<file path="config.mk">
export PLATFORM = sky130hd
export DESIGN_NAME = led_pwm_seq
export DESIGN_NICKNAME = d
export VERILOG_FILES = /design/src/rtl/led_pwm_seq.sv
export SDC_FILE = /design/constraint.sdc
export NUM_CORES = 1
export LEC_CHECK = 0
export ABC_CLOCK_PERIOD_IN_PS = 2900
export CORE_UTILIZATION = 59
export CTS_BUF_LIST = sky130_fd_sc_hd__clkbuf_8 sky130_fd_sc_hd__clkbuf_16
export DETAILED_ROUTE_END_ITERATION = 8
export PLACE_DENSITY = 0.78
export REMOVE_ABC_BUFFERS = 1
export SETUP_SLACK_MARGIN = 0.2
export SLEW_MARGIN = 20
export SYNTH_ARGS = -nofsm -noshare
export SYNTH_HDL_FRONTEND = slang
export SYNTH_SLANG_ARGS = --single-unit
</file>
<file path="constraint.sdc">
create_clock -name clk -period 2.9 [get_ports clk]
set_clock_uncertainty 0.2 [all_clocks]
set_input_delay 0.29 -clock clk [delete_from_list [all_inputs] [get_ports clk]]
set_output_delay 0.29 -clock clk [all_outputs]
set_load 0.005 [all_outputs]
</file>
<file path="src/rtl/led_pwm_seq.sv">
// ---------------------------------------------------------------------------
// led_pwm_seq
//
// Multi-channel LED PWM generator. Each channel has a shadow duty register
// (written at any time) and an active duty register (used by the comparator).
// Shadows are copied into the active registers only on the period wrap, so a
// duty change never cuts a period short or stretches it. A rotation sequencer
// can shift the shadow duties one channel up every DWELL periods.
//
// Optional feature macro: LED_BREATHE_EN
//   Defined   : mode 2 scales every channel's duty by a triangular brightness
//               envelope that steps once per PWM period.
//   Undefined : mode 2 behaves exactly like static mode and no envelope logic
//               exists.
//
// Ports
//   clk          system clock
//   reset        synchronous, active-high reset
//   enable       run the PWM counter; low freezes the counter, blanks outputs
//   mode         0 static, 1 rotate, 2 breathe, 3 reserved (static)
//   duty_wr      one-cycle duty write strobe
//   duty_ch      channel targeted by duty_wr (out-of-range writes ignored)
//   duty_data    duty value written to the shadow register
//   pwm_out      registered PWM outputs, one per channel
//   period_tick  one-cycle pulse in the cycle where the counter is 0
// ---------------------------------------------------------------------------
module led_pwm_seq #(
    parameter int CHANNELS   = 3,
    parameter int PWM_BITS   = 8,
    parameter int DWELL      = 64,
    parameter int DWELL_BITS = 16
) (
    input  logic                        clk,
    input  logic                        reset,
    input  logic                        enable,
    input  logic [1:0]                  mode,
    input  logic                        duty_wr,
    input  logic [$clog2(CHANNELS)-1:0] duty_ch,
    input  logic [PWM_BITS-1:0]         duty_data,
    output logic [CHANNELS-1:0]         pwm_out,
    output logic                        period_tick
);

    localparam int CH_BITS = $clog2(CHANNELS);

    typedef enum logic [1:0] {
        MODE_STATIC   = 2'd0,
        MODE_ROTATE   = 2'd1,
        MODE_BREATHE  = 2'd2,
        MODE_RESERVED = 2'd3
    } mode_t;

    logic [PWM_BITS-1:0]   cnt_q, cnt_d;
    logic [PWM_BITS-1:0]   shadow_q [CHANNELS];
    logic [PWM_BITS-1:0]   shadow_d [CHANNELS];
    logic [PWM_BITS-1:0]   active_q [CHANNELS];
    logic [PWM_BITS-1:0]   active_d [CHANNELS];
    logic [PWM_BITS-1:0]   eff_sel  [CHANNELS];
    logic [DWELL_BITS-1:0] dwell_q, dwell_d;
    mode_t                 mode_q, mode_d;
    logic [CHANNELS-1:0]   pwm_q, pwm_d;
    logic                  tick_q, tick_d;
    logic                  wrap;
    logic                  rotate;

`ifdef LED_BREATHE_EN
    typedef enum logic {
        DIR_UP   = 1'b0,
        DIR_DOWN = 1'b1
    } dir_t;

    logic [PWM_BITS-1:0] bright_q, bright_d;
    dir_t                dir_q, dir_d;
    logic [PWM_BITS-1:0] eff_q [CHANNELS];
    logic [PWM_BITS-1:0] eff_d [CHANNELS];
`endif

    // Counter, duty registers, sequencer and output compare.
    // The mode input is latched only on a wrap so a mode change never splits
    // a period between two behaviours.
    always_comb begin
        wrap   = enable && (cnt_q == '1);
        cnt_d  = enable ? cnt_q + 1'b1 : cnt_q;
        mode_d = wrap ? mode_t'(mode) : mode_q;
        rotate = wrap && (mode_q == MODE_ROTATE) &&
                 (dwell_q == DWELL_BITS'(DWELL - 1));

        // Rotation happens first so that a write in the same cycle wins.
        for (int i = 0; i < CHANNELS; i++) begin
            shadow_d[i] = rotate ? shadow_q[(i + CHANNELS - 1) % CHANNELS]
                                 : shadow_q[i];
        end
        for (int i = 0; i < CHANNELS; i++) begin
            if (duty_wr && (duty_ch == CH_BITS'(i))) begin
                shadow_d[i] = duty_data;
            end
        end

        // Active takes the next-state shadow, including a same-cycle write.
        for (int i = 0; i < CHANNELS; i++) begin
            active_d[i] = wrap ? shadow_d[i] : active_q[i];
        end

        if (mode_q != MODE_ROTATE) begin
            dwell_d = '0;
        end else if (rotate) begin
            dwell_d = '0;
        end else if (wrap) begin
            dwell_d = dwell_q + 1'b1;
        end else begin
            dwell_d = dwell_q;
        end

`ifdef LED_BREATHE_EN
        bright_d = bright_q;
        dir_d    = dir_q;
        if (mode_q != MODE_BREATHE) begin
            bright_d = '0;
            dir_d    = DIR_UP;
        end else if (wrap) begin
            if (dir_q == DIR_UP) begin
                bright_d = bright_q + 1'b1;
                if (bright_d == '1) begin
                    dir_d = DIR_DOWN;
                end
            end else begin
                bright_d = bright_q - 1'b1;
                if (bright_d == '0) begin
                    dir_d = DIR_UP;
                end
            end
        end

        // Scaled duty is captured at the wrap together with the new active
        // value, so it stays constant for the whole period.
        for (int i = 0; i < CHANNELS; i++) begin
            eff_d[i] = wrap ? PWM_BITS'(((2 * PWM_BITS)'(active_d[i]) *
                                         (2 * PWM_BITS)'(bright_d)) >> PWM_BITS)
                            : eff_q[i];
            eff_sel[i] = (mode_q == MODE_BREATHE) ? eff_q[i] : active_q[i];
        end
`else
        for (int i = 0; i < CHANNELS; i++) begin
            eff_sel[i] = active_q[i];
        end
`endif

        for (int i = 0; i < CHANNELS; i++) begin
            pwm_d[i] = enable && (cnt_q < eff_sel[i]);
        end
        tick_d = wrap;
    end

    // All state registers, cleared together by the synchronous reset.
    always_ff @(posedge clk) begin
        if (reset) begin
            cnt_q   <= '0;
            dwell_q <= '0;
            mode_q  <= MODE_STATIC;
            pwm_q   <= '0;
            tick_q  <= 1'b0;
            for (int i = 0; i < CHANNELS; i++) begin
                shadow_q[i] <= '0;
                active_q[i] <= '0;
            end
`ifdef LED_BREATHE_EN
            bright_q <= '0;
            dir_q    <= DIR_UP;
            for (int i = 0; i < CHANNELS; i++) begin
                eff_q[i] <= '0;
            end
`endif
        end else begin
            cnt_q   <= cnt_d;
            dwell_q <= dwell_d;
            mode_q  <= mode_d;
            pwm_q   <= pwm_d;
            tick_q  <= tick_d;
            for (int i = 0; i < CHANNELS; i++) begin
                shadow_q[i] <= shadow_d[i];
                active_q[i] <= active_d[i];
            end
`ifdef LED_BREATHE_EN
            bright_q <= bright_d;
            dir_q    <= dir_d;
            for (int i = 0; i < CHANNELS; i++) begin
                eff_q[i] <= eff_d[i];
            end
`endif
        end
    end

    assign pwm_out     = pwm_q;
    assign period_tick = tick_q;

endmodule
</file>
# == Yosys cells after proc, flatten, opt, wreduce, memory -nomap -nowiden ==
# Memory sizes are Yosys's and may differ from the RTL's.
# Index checks and enable logic that the tools add are counted.
# totals
ff_bits,30
ramBits,48
input_bits,16
out_inout_bits,4
wordCells,53
memories,2
# op_classes
addsub,2
order_cmp,3
n_eq_ne,6
muxes,18
bitwise_logic,6
reduce_logical,11
# mem_list
name,words,width,rd,rd_ports_with_merged_regs,wr,line,rtl
active_q,3,8,3,0,3,56,logic [PWM_BITS-1:0] active_q [CHANNELS];
shadow_q,3,8,3,0,3,54,logic [PWM_BITS-1:0] shadow_q [CHANNELS];
# ops
operator,count
8-bit 2-to-1 mux,15
8-bit less-than comparator,3
16-bit by 1-bit adder with 16-bit output (second input constant),1
16-bit by 6-bit == test with 1-bit output (second input constant),1
1-bit logical AND,9
8-bit by 1-bit adder with 8-bit output (second input constant),1
8-bit == test (second input constant),1
1-bit bitwise OR,6
2-bit by 1-bit == test with 1-bit output (second input constant),2
1-bit 2-to-1 mux,3
3-bit OR reduction,1
2-bit == test (second input constant),1
2-bit logical NOT,1
2-bit by 1-bit != test with 1-bit output (second input constant),1

# == Depth between registers and ports, before layout ==
# logic_depth
word_depth,8
depth_mapped,10
ltp_nobuf,6

# == Worst setup path after synthesis ==
# OpenSTA, ideal clock, no wires.
# synth_path
kind,reg2reg
from,reg cnt_q[1]
to,mem active_q[2][6] (netlist: active_q[0][22])
setup_time_ps,87
arrival_time_ps,2169
required_time_ps,2613
path_slack_ps,444
stages_incl_launch_ff,10
n_path_buf,3
period_less_slack_ps,2456
cell_sequence,dfxtp_1 -> ha_1 -> and4_4 -> and4_4 -> buf_6 -> and4_4 -> buf_6 -> buf_2 -> mux2_2 -> o31ai_1
# synth_rtl
item,line,rtl
"start, declared",53,"logic [PWM_BITS-1:0] cnt_q, cnt_d;"
"start signal, assigned",174,cnt_q <= cnt_d;
"end, declared",56,

==> summary.txt <==
Post-DP HPWL = 5940 um
RSZ-0062 raised after global routing = no
Yosys reg bits = 78
Fin nets = 505
Latest clock arrival within the worst-skew pair = 0.35 ns
Diode count = 0
DP Area = 4140 um2
Sw Pwr = 478 uW
I/O Buffers = 19
Crit-path most repeated cell = and4_4
Post-route ant nets = 0
Status = complete, no violations
Worst-path cell chain = ha_1, and4_4, and4_4, and4_4, mux2_2, o31ai_1
Clock buffer depth = 2
Total gr overflow = 0
Tmin final = 2.58 ns
Hold Vio Cnt, Final = 0
Critical R2R Launch = cnt_q[1]
Routed wire length = 8710 um
Post-route setup TNS = 0 ns
GR Util All Layers = 26.3%
Ys flop type = dfxtp_1
H-tree levels = 3
Drt wl/cell = 15.9 um
Reg2Reg Setup Slack = 0.32 ns
Synth warn = 0
Power Density = 475 nW/um2
Worst stage delay on the critical path = 0.47 ns
Die Wd = 83.5 um
Rel. slew slack = 54.0%
Final setup viols = 0
Pre-Repair DR Iteration Count = 7
CTS root buf = clkbuf_8
GP Congestion = 0.784
CTS clk-pin slew, worst paths = 0.08 ns
Reg-to-reg critical path endpoint = active_q[0][15]
Mean post-synth cell area = 8.71 um2
Fin cells = 547
Async set-reset flop share out of synthesis = 0%
Switching share of power = 23.2%
Comb pwr share = 8.0%
Vias per cell = 5.90
Netlist Area Pre-Place = 3920 um2
Post-Synthesis Cells = 450
Largest net degree at the start of global routing = 26
Worst Setup SP = cnt_q[1]
Layout Area Growth over Synthesis = 10.7%
DIE AREA = 6970 um2
Placed Cells incl. Taps = 531
Worst EP arrival = 2.63 ns
VDD IR-drop max = 0.000297 V
Die height = 83.5 um
Register area share after synthesis = 39.8%
Fmax achieved = 0.388 GHz
TritonCTS buffer count = 9
Vias in the first global route = 3141
Yosys cell types = 40
R2R depth = 6
Slew Viols, Final = 0
Crit share post-route = 88.9%
Leak pwr = 0.00152 uW
Post-synth EDFFs = 0
IO Pins = 20
Class of the worst hold path = register to register
Clock sinks = 78
Vias = 3228
CP max stage cell = dfxtp_1
Crit path kind = register to register
CP Capture Type = register
Worst Setup Start Kind = register
Worst setup path end = active_q[0][15]
CTS tree = built
Int Power = 1580 uW
Max-cap viol count = 0
Worst Max-Slew Pin Slew = 0.683 ns
Worst Path Max Fanout = 13
DRC Markers = 0
First-pass GRT wire length = 14600 um
Worst path required time = 2.95 ns
Initial core utilization = 61.4%
Core ar. = 6390 um2
Share of post-route cells with drive strength above 1 = 13.6%
Initial antenna violation count = 0
DRT iter0 DRCs = 191
# rows = 29
Final design area excluding fillers = 4340 um2
Part of the power in registers = 53.8%
Clock power share = 38.2%
==> placed cells by master (no fill, tap or decap), types with 7 or more instances in the layout <==
| cell type | instances |
|---|---|
| nor2_1 | 82 |
| dfxtp_1 | 78 |
| nand2_1 | 40 |
| nor3_1 | 26 |
| inv_1 | 25 |
| mux2_2 | 23 |
| o31ai_1 | 23 |
| ha_1 | 23 |
| clkdlybuf4s50_1 | 19 |
| xnor2_1 | 11 |
| nor2_4 | 10 |
| clkbuf_8 | 10 |
| a21oi_1 | 9 |
| xor2_1 | 9 |
| buf_4 | 9 |
| nand3_1 | 7 |
==> kinds of logic (layout without fill, tap and decap cells) <==
logic type | after synthesis | in the layout | synth area share [%]
simple gates | 201 | 202 | 25.7
flops | 78 | 78 | 39.8
compound gates | 55 | 55 | 9.58
buf+inv | 48 | 67 | 5.91
mux | 25 | 25 | 7.12
fa+ha+maj | 23 | 23 | 7.34
xor+xnor | 20 | 20 | 4.47
==> critical path: cells and delay by family (launching register included) <==
family	cells	cell delay, ns
mux	1	0.38
fa+ha+maj	1	0.25
flops	1	0.47
compound gates	1	0.28
simple gates	3	0.91
==> metrics by stage <==
stage | hold WS, ns | utilization (%) | total power [uW] | setup WS, ns
after global placement | 0.238 | 64.8 | 1290 | 0.256
after floorplan | 0.159 | - | 1220 | 0.587
final | 0.255 | 67.9 | 2060 | 0.322
after CTS | 0.258 | 67.7 | 2070 | 0.238
after global routing | 0.289 | 67.9 | 2140 | 0.230
after detailed placement | 0.242 | 64.8 | 1290 | 0.195
==> power groups by stage <==
stage	logic, uW	clock network (uW)	registers, uW
after global placement	156	0	1130
after floorplan	93.4	0	1130
after CTS	163	802	1110
final	164	786	1110
after detailed placement	162	0	1130
after global routing	183	846	1110
==> flip-flops by register name, indices dropped and copies added (netlist names) <==
signal	count
active_q	24
shadow_q	24
dwell_q	16
cnt_q	8
pwm_out	3
mode_q	2
period_tick	1
==> cell type report <==
cell class,count,area [um2]
clock buffer,10,138
clock inverter,5,51.3
fill,554,2050
inverter,24,90.1
multi-input combinational,325,2140
sequential,78,1560
tap,77,96.3
timing repair buffer,28,258
==> metal layers <==
| layer | GRT usage [%] | part of all wire (%) | up-vias |
|---|---|---|---|
| met1 | 34.4 | 47 | 1529 |
| met5 | 0 | 0 | - |
| met2 | 43.4 | 46 | 106 |
| li1 | - | - | 1576 |
| met4 | 9.09 | 1.5 | 0 |
| met3 | 5.04 | 5.6 | 17 |
==> worst min path at each step <==
| stage | start | endpoint | slack [ns] | cells after the start |
|---|---|---|---|---|
| global route | active_q[0][5] | active_q[0][5] | 0.29 | 2 |
| finish | active_q[0][22] | active_q[0][22] | 0.25 | 2 |
| floorplan | reset | cnt_q[5] | 0.16 | 1 |
| CTS | active_q[0][22] | active_q[0][22] | 0.26 | 2 |
| global placement | active_q[0][6] | active_q[0][6] | 0.24 | 2 |
| detailed placement | active_q[0][22] | active_q[0][22] | 0.24 | 2 |
==> cell usage after synthesis, types with 10 or more instances <==
master / n / area share (%)
nor2_1: 82 / 7.9
dfxtp_1: 78 / 40
nand2_1: 40 / 3.8
nor3_1: 26 / 3.3
inv_1: 24 / 2.3
ha_1: 23 / 7.3
mux2_2: 23 / 6.6
o31ai_1: 23 / 4.4
clkbuf_1: 15 / 1.4
xnor2_1: 11 / 2.5
nor2_4: 10 / 2.9
==> repair_timing <==
item / in CTS / in global routing
resized for setup: 0 / 1
setup endpoints to repair: 0 / 26
endpoints found under the hold margin: 0 / 0
hold buffers: 0 / 0
setup buffers: 0 / 0
(Power assumes the default switching activity.)
